===== config.mk =====
export PLATFORM = sky130hd
export DESIGN_NAME = seg7_scan_driver
export DESIGN_NICKNAME = d
export VERILOG_FILES = /design/src/rtl/seg7_scan_driver.sv
export SDC_FILE = /design/constraint.sdc
export NUM_CORES = 1
export LEC_CHECK = 0
export ABC_AREA = 1
export CAP_MARGIN = 10
export CORE_UTILIZATION = 55
export DETAILED_ROUTE_END_ITERATION = 10
export PLACE_DENSITY = 0.8
export SLEW_MARGIN = 25
export SYNTH_ARGS = -nofsm -noshare
export SYNTH_HDL_FRONTEND = slang
export SYNTH_SLANG_ARGS = --single-unit
export TNS_END_PERCENT = 100

===== constraint.sdc =====
create_clock -name clk -period 2.6 [get_ports clk]
set_input_delay 0.26 -clock clk [delete_from_list [all_inputs] [get_ports clk]]
set_output_delay 0.26 -clock clk [all_outputs]
set_load 0.05 [all_outputs]

===== src/rtl/seg7_scan_driver.sv =====
// Time-multiplexed N-digit common-anode 7-segment driver: hex decode, anti-ghost blanking,
// leading-zero suppression, decimal points and frame-latched display data.
module seg7_scan_driver #(
  parameter int unsigned NUM_DIGITS   = 4,
  parameter int unsigned REFRESH_DIV  = 100000,
  parameter int unsigned BLANK_CYCLES = 1000,
  parameter bit          HEX_EN       = 1'b1
) (
  input  logic                    clk,
  input  logic                    rst_n,
  input  logic [4*NUM_DIGITS-1:0] value,
  input  logic [NUM_DIGITS-1:0]   dp_in,
  input  logic                    lz_blank,
  input  logic                    enable,
  output logic [6:0]              seg,
  output logic                    dp,
  output logic [NUM_DIGITS-1:0]   an,
  output logic                    frame_start
);

  localparam int unsigned PW = (REFRESH_DIV > 1) ? $clog2(REFRESH_DIV) : 1;
  localparam int unsigned IW = (NUM_DIGITS > 1) ? $clog2(NUM_DIGITS) : 1;
  localparam logic [PW-1:0] PresMax = PW'(REFRESH_DIV - 1);
  localparam logic [PW-1:0] BlankEnd = PW'(BLANK_CYCLES);
  localparam logic [IW-1:0] IdxMax = IW'(NUM_DIGITS - 1);

  logic [PW-1:0]           prescaler_q, prescaler_d;
  logic [IW-1:0]           idx_q, idx_d;
  logic [4*NUM_DIGITS-1:0] shadow_q, shadow_d;
  logic [NUM_DIGITS-1:0]   shadow_dp_q, shadow_dp_d;
  logic [6:0]              seg_q, seg_d;
  logic                    dp_q, dp_d;
  logic [NUM_DIGITS-1:0]   an_q, an_d;
  logic                    frame_start_q, frame_start_d;

  logic       tick;
  logic [3:0] nib;
  logic       nib_dp;
  logic       zero_run;
  logic       lz_hit;
  logic       lit;

  function automatic logic [6:0] seg_decode(input logic [3:0] n);
    logic [6:0] s;
    case (n)
      4'h0:    s = 7'b0000001;
      4'h1:    s = 7'b1001111;
      4'h2:    s = 7'b0010010;
      4'h3:    s = 7'b0000110;
      4'h4:    s = 7'b1001100;
      4'h5:    s = 7'b0100100;
      4'h6:    s = 7'b0100000;
      4'h7:    s = 7'b0001111;
      4'h8:    s = 7'b0000000;
      4'h9:    s = 7'b0001100;
      4'hA:    s = 7'b0001000;
      4'hB:    s = 7'b1100000;
      4'hC:    s = 7'b0110001;
      4'hD:    s = 7'b1000010;
      4'hE:    s = 7'b0110000;
      default: s = 7'b0111000;
    endcase
    if (!HEX_EN && (n > 4'd9)) s = 7'b1111111;
    return s;
  endfunction

  // Scan timing and frame latch
  always_comb begin
    tick          = (prescaler_q == PresMax);
    prescaler_d   = tick ? '0 : prescaler_q + PW'(1);
    idx_d         = idx_q;
    shadow_d      = shadow_q;
    shadow_dp_d   = shadow_dp_q;
    frame_start_d = 1'b0;
    if (tick) begin
      if (idx_q == IdxMax) begin
        idx_d         = '0;
        shadow_d      = value;
        shadow_dp_d   = dp_in;
        frame_start_d = 1'b1;
      end else begin
        idx_d = idx_q + IW'(1);
      end
    end
  end

  // Digit selection; zero_run tracks "every nibble from the top down to i is zero"
  always_comb begin
    nib      = 4'h0;
    nib_dp   = 1'b0;
    zero_run = 1'b1;
    lz_hit   = 1'b0;
    for (int i = int'(NUM_DIGITS) - 1; i >= 0; i--) begin
      zero_run = zero_run & (shadow_q[4*i +: 4] == 4'h0);
      if (idx_q == IW'(i)) begin
        nib    = shadow_q[4*i +: 4];
        nib_dp = shadow_dp_q[i];
        lz_hit = zero_run && (i != 0);
      end
    end
  end

  always_comb begin
    lit   = enable && (prescaler_q >= BlankEnd);
    seg_d = (lz_blank && lz_hit) ? 7'b1111111 : seg_decode(nib);
    dp_d  = lit ? ~nib_dp : 1'b1;
    an_d  = '1;
    for (int i = 0; i < int'(NUM_DIGITS); i++) begin
      an_d[i] = ~(lit && (idx_q == IW'(i)));
    end
  end

  always_ff @(posedge clk or negedge rst_n) begin
    if (!rst_n) begin
      prescaler_q   <= '0;
      idx_q         <= '0;
      shadow_q      <= '0;
      shadow_dp_q   <= '0;
      seg_q         <= 7'b1111111;
      dp_q          <= 1'b1;
      an_q          <= '1;
      frame_start_q <= 1'b0;
    end else begin
      prescaler_q   <= prescaler_d;
      idx_q         <= idx_d;
      shadow_q      <= shadow_d;
      shadow_dp_q   <= shadow_dp_d;
      seg_q         <= seg_d;
      dp_q          <= dp_d;
      an_q          <= an_d;
      frame_start_q <= frame_start_d;
    end
  end

  assign seg         = seg_q;
  assign dp          = dp_q;
  assign an          = an_q;
  assign frame_start = frame_start_q;

endmodule


==> impl_metrics.json, run 1 <==
{
  "dp_hpwl_um": 4470,
  "grtUsageTotal_pct": 24.8,
  "yosys_warnings": 0,
  "max_slew_margin_pct": 50.1,
  "final_area_mm2": 0.00334,
  "row_count": 25,
  "layout-drive-gt1-share_pct": 8.35,
  "ys_seq_area_share_pct": 46.8,
  "chipHeight_um": 73.5,
  "synth-edff-count": 0,
  "netSwitchingPower_uw": 288,
  "drt_iter0_drc": 174,
  "hold_violations": 0,
  "crit_arrival_ns": 2.43,
  "grt.busiest_layer": "met2",
  "max-cap-violations": 0,
  "cts_buffer_depth": 2,
  "status": "complete, no violations",
  "period_share_pct": 84.0,
  "yosys.area.top_type_share_pct": 35.6,
  "path_clk_slew_ns": 0.10,
  "dp_cells": 465,
  "slew_violations": 0,
  "synth_fp_nets": 402,
  "area_delta_synth_final_pct": 18.6,
  "grt_pass1_wl_um": 10100,
  "path_max_fanout": 8,
  "numCtsBuffers": 5,
  "internal_power_uw": 1130,
  "finalPower_uw": 1410,
  "fin_util_pct": 69.3,
  "use_met2_pct": 38.9,
  "first_pass_iters": 5,
  "fin_setup_tns_ns": 0,
  "p_seq_share_pct": 57.2,
  "port_buffers": 36,
  "crit_type": "flip-flop to flip-flop",
  "max_freq_ghz": 0.458,
  "switching_share_pct": 20.4,
  "r2r_start": "idx_q[0]$_DFFE_PN0N_",
  "startpoint": "idx_q[0]$_DFFE_PN0N_",
  "holdCritPathClass": "input pin to async pin",
  "vias_per_cell": 5.04,
  "yosys.area.top_type": "dfrtp_1",
  "comb_power_share_pct": 3.7,
  "synthArstFlopShare_pct": 100,
  "coreArea_mm2": 0.00482,
  "critPathRequiredTime_ns": 2.85,
  "layout_commonest_cell": "nand2_1",
  "clock_skew_ns": 0.0100,
  "antennaDiodeCount": 0,
  "io_pins": 37,
  "synth_cell_types": 30,
  "power.share.clock_pct": 39.1,
  "fin_cells": 474,
  "die_area_mm2": 0.00540,
  "fillers": 418,
  "cts_root_buf": "clkbuf_8",
  "postRouteWirelength_um": 5880,
  "clock_latency_ns": 0.31,
  "synth.cell_area_mm2": 0.00281,
  "synth.area.top_cells": "dfrtp_1 (36%), nand2_1 (17%), dfstp_2 (11%), inv_1 (6.1%), ha_1 (5.3%)",
  "antenna_found_initial": 0,
  "reg2reg_slack_ns": 0.42,
  "antenna_left": 0,
  "powerDensity_mw_per_mm2": 424,
  "place_congestion": 0.909,
  "dpl_cell_area_mm2": 0.00321,
  "p_leak_uw": 0.00158,
  "tightest_slew_ns": 0.741,
  "cts.sink_count": 52,
  "end_kind": "flip-flop",
  "grt_max_degree": 47,
  "nNetsFinal": 442,
  "rsz0062_at_grt": "false",
  "die_w_um": 73.5,
  "drc": 0,
  "post_drt_wl_per_cell_um": 12.4,
  "syn_avg_cell_area_um2": 7.68,
  "synth_flop_cell": "dfrtp_1",
  "synth_cells": 366,
  "synth_seq_cells": 52,
  "finalSetupViolCount": 0,
  "use_met3_pct": 5.08,
  "rr_endpoint": "seg[1]$_DFF_PN1_",
  "grt.overflow.total": 0,
  "cp-start-kind": "flip-flop",
  "cts_tree": "built",
  "htreeDepth": 2,
  "initial_core_util_pct": 58.4,
  "finalCriticalPeriod_ns": 2.18,
  "vias": 2390,
  "cp-endpoint": "seg[1]$_DFF_PN1_",
  "peakVddDrop_mv": 0.336,
  "grtUsageMet1_pct": 34.6,
  "grt_pass1_vias": 2243,
  "reg2regPathDepth": 11,
  "final_cell_mix": "nand2_1 (128), inv_1 (46), dfrtp_1 (40), nor2_1 (37), clkdlybuf4s50_1 (35)"
}
## flip-flops by register name, indices dropped and copies added (netlist names)
name and flops:
dp 1, seg 7, frame_start 1, prescaler_q 17, an 4, shadow_dp_q 4, shadow_q 16, idx_q 2
## timing repair
action                    in CTS  in global routing
hold endpoints to repair       0                 38
gates resized for setup        0                  0
hold buffers                   0                  1
setup buffers                  0                  0
## how the worst min path moves through the flow
stage,cells past startpoint,start,to
6_report,2,rst_n,prescaler_q[7]$_DFF_PN0_
5_1_grt,3,value[11],shadow_q[11]$_DFFE_PN0P_
4_1_cts,1,rst_n,prescaler_q[10]$_DFF_PN0_
3_5_place_dp,2,shadow_dp_q[1]$_DFFE_PN0P_,shadow_dp_q[1]$_DFFE_PN0P_
3_3_place_gp,2,shadow_q[1]$_DFFE_PN0P_,shadow_q[1]$_DFFE_PN0P_
2_1_floorplan,0,rst_n,frame_start$_DFF_PN0_
## worst max-delay path, cell delays in order (launching register included)
cell,delay [ns]
dfrtp_1,0.43
inv_1,0.11
ha_1,0.28
inv_2,0.11
or2_2,0.28
nand2_1,0.20
inv_1,0.12
ha_1,0.26
nand3_1,0.13
nor2_1,0.06
nor2_1,0.10
nand2_1,0.06
## per-stage QoR
step                      hold slack, ns  setup WS (ns)
after floorplan                  -0.0356          0.702
after global placement             0.461          0.541
after detailed placement           0.459          0.467
after CTS                          0.153          0.447
after global routing               0.487          0.205
final                              0.476          0.417
## power groups by stage
stage                     clock network [uW]  logic [uW]  registers [uW]
after floorplan                            0       0.180             824
after global placement                     0        51.4             824
after detailed placement                   0        52.2             824
after CTS                                568        52.1             809
after global routing                     605        58.2             809
final                                    554        51.9             809
## kinds of logic (layout without fill, tap and decap cells)
kind of cell / count (synthesis) / count (layout) / synth area share, %
compound gates: 26 / 26 / 4.89
fa+ha+maj: 12 / 12 / 5.34
simple gates: 213 / 213 / 31.9
xor+xnor: 8 / 8 / 2.49
flops: 52 / 52 / 46.8
buf+inv: 55 / 96 / 8.63
## cell usage after synthesis, types with 3 or more instances
master,instances
ha_1,12
nand4_1,3
nand3_1,26
nand2_1,128
dfstp_2,12
nand2_2,3
xor2_1,8
o21ai_0,13
a21oi_1,9
nor3_1,8
inv_1,46
nor2_1,37
dfrtp_1,40
## per-layer routing
layer / vias to the layer above / share of wire, %
met2: 76 / 46
met5: - / 0
li1: 1209 / -
met1: 1092 / 48
met4: 0 / 1.5
met3: 13 / 4.0
## cell type report
| type | instances | area [um^2] | area share, % |
|---|---|---|---|
| flip-flops and latches | 52 | 1320 | 39.4 |
| multi-input cells | 259 | 1250 | 37.6 |
| repair buffers | 39 | 383 | 11.5 |
| inverters | 49 | 189 | 5.66 |
| well taps | 67 | 83.8 | 2.51 |
| clock buffers | 5 | 68.8 | 2.06 |
| clock inverters | 3 | 42.5 | 1.27 |
Power figures use the tool's default switching activity.
==> inputs of run 2 (changes only) <==
Settings changed: CORE_UTILIZATION 55 to 50, PLACE_DENSITY 0.8 to 0.76.
Clock period 2.6 ns to 1.9 ns, I/O delays scaled along.
==> impl_metrics.json, run 2 (synthesized netlist as in run 1, its figures left out) <==
{
  "status": "complete, no violations",
  "clock_latency_ns": 0.31,
  "powerDensity_mw_per_mm2": 516,
  "hp-start": "value[11]",
  "hold_violations": 0,
  "grtUsageTotal_pct": 22.7,
  "crit_path_cell_trace": "inv_4, ha_4, buf_6, nand2_2, nand2_1, nand2_1, nand2_2, nand2_4, buf_6, inv_1, ha_2, nand3_1, nand3_1",
  "cts_buffer_depth": 2,
  "finalSetupViolCount": 0,
  "die_area_mm2": 0.00593,
  "row_count": 26,
  "vias": 2542,
  "numCtsBuffers": 5,
  "period_share_pct": 99.4,
  "port_buffers": 36,
  "slew_violations": 0,
  "grt.overflow.total": 0,
  "chipHeight_um": 77,
  "dpl_worst_slack_ns": -0.0209,
  "path_clk_slew_ns": 0.10,
  "htreeDepth": 2,
  "max_freq_ghz": 0.529,
  "vias_per_cell": 5.05,
  "top_register": "prescaler_q",
  "largest_reg_flops": 17,
  "critPathRequiredTime_ns": 2.15,
  "fin_util_pct": 71.1,
  "first_pass_iters": 5,
  "die_w_um": 77,
  "initial_core_util_pct": 53.4,
  "finalCriticalPeriod_ns": 1.89,
  "crit_type": "flip-flop to flip-flop",
  "area_delta_synth_final_pct": 33.3,
  "io_pins": 37,
  "setup_slack_ns": 0.0108,
  "antenna_left": 0,
  "startpoint": "idx_q[0]$_DFFE_PN0N_",
  "crit_arrival_ns": 2.13,
  "cp-start-kind": "flip-flop",
  "path_max_fanout": 6,
  "layout_commonest_cell": "nand2_1",
  "drt_iter0_drc": 208,
  "max-cap-violations": 0,
  "grt_pass1_vias": 2357,
  "coreArea_mm2": 0.00527,
  "r2r_start": "idx_q[0]$_DFFE_PN0N_",
  "layout-drive-gt1-share_pct": 21.0,
  "grt_pass1_wl_um": 10600,
  "fin_setup_tns_ns": 0,
  "cp_top_family": "simple AND/OR/NAND/NOR gates",
  "antennaDiodeCount": 0,
  "place_congestion": 0.913,
  "cp_slowest_stage_delay_ns": 0.47,
  "end_kind": "flip-flop",
  "postRouteWirelength_um": 6530,
  "rsz0062_at_grt": "true",
  "post_drt_wl_per_cell_um": 13.0,
  "hold_slack_ns": 0.406,
  "cts.sink_count": 52,
  "antenna_found_initial": 0,
  "cp_slowest_cell": "dfrtp_2",
  "peakVddDrop_mv": 0.319,
  "clock_skew_ns": 0.00604,
  "holdCritPathClass": "input pin to flip-flop",
  "final_cell_mix": "nand2_1 (122), inv_1 (40), dfrtp_1 (39), clkdlybuf4s50_1 (35), nor2_1 (32)",
  "p_leak_uw": 0.00173,
  "timing.critical_path.buf_inv": 4,
  "nNetsFinal": 468,
  "grt_max_degree": 28,
  "dp_hpwl_um": 4540,
  "tightest_slew_ns": 0.616,
  "finalPower_uw": 1930,
  "cts_tree": "built",
  "drc": 0,
  "cts_root_buf": "clkbuf_8",
  "max_slew_margin_pct": 58.6
}
## run 2: cell types whose count changed in the layout (fill, tap and decap cells not counted), moves of 5 or more
cell,delta
buf_4,+20
ha_1,-9
ha_4,+8
inv_1,-6
nand2_1,-6
nor2_1,-5
## run 2: stage by stage
stage / std cells / area (um^2)
floorplan: 366 / 2810
global route: 503 / 3750
CTS: 495 / 3510
detailed placement: 484 / 3350
finish: 503 / 3750
global placement: 484 / 3350
## run 2: path summary, 6_finish.rpt
kind	endpoint	slack, ns	depth (start not counted)
min reg2reg	dp$_DFF_PN1_	0.44	1
max in group asynchronous	dp$_DFF_PN1_	0.85	3
min in group asynchronous	prescaler_q[12]$_DFF_PN0_	0.42	2
max reg2reg	seg[4]$_DFF_PN1_	0.01	13
max	seg[4]$_DFF_PN1_	0.01	13
min	shadow_q[11]$_DFFE_PN0P_	0.41	3
## run 2: where the power goes
group | total [uW] | switching [uW] | internal [uW]
logic | 72.2 | 27.0 | 45.2
registers | 1110 | 0 | 1110
clock network | 754 | 364 | 390
total | 1930 | 391 | 1540
## run 2: timing repair
action	CTS	global route
hold buffers	1	0
setup buffers	2	8
endpoints found under the setup margin	6	25
hold endpoints to repair	23	0
gates resized for setup	6	44
pin swaps	0	19
cloned	0	0
## run 2: final cells by class
class                           instances  area [um^2]
Multi-Input combinational cell        259         1430
Tap cell                               70         87.6
Sequential cell                        52         1320
Clock buffer                            5         68.8
Timing Repair Buffer                   65          603
Fill cell                             412         1520
Inverter                               49          198
Clock inverter                          3         42.5
## run 2: tightest hold or removal path: cells and delay by family
family	cells	cell delay [ns]
AND/OR/NAND/NOR	2	0.10
buffers and inverters	1	0.39
## run 2: per-layer routing
layer	vias up	track usage, %	part of all wire, %
li1	1257	-	-
met3	14	4.05	5.8
met2	96	37.4	49
met5	-	0	0
met1	1175	30.3	44
met4	0	6.98	1.9
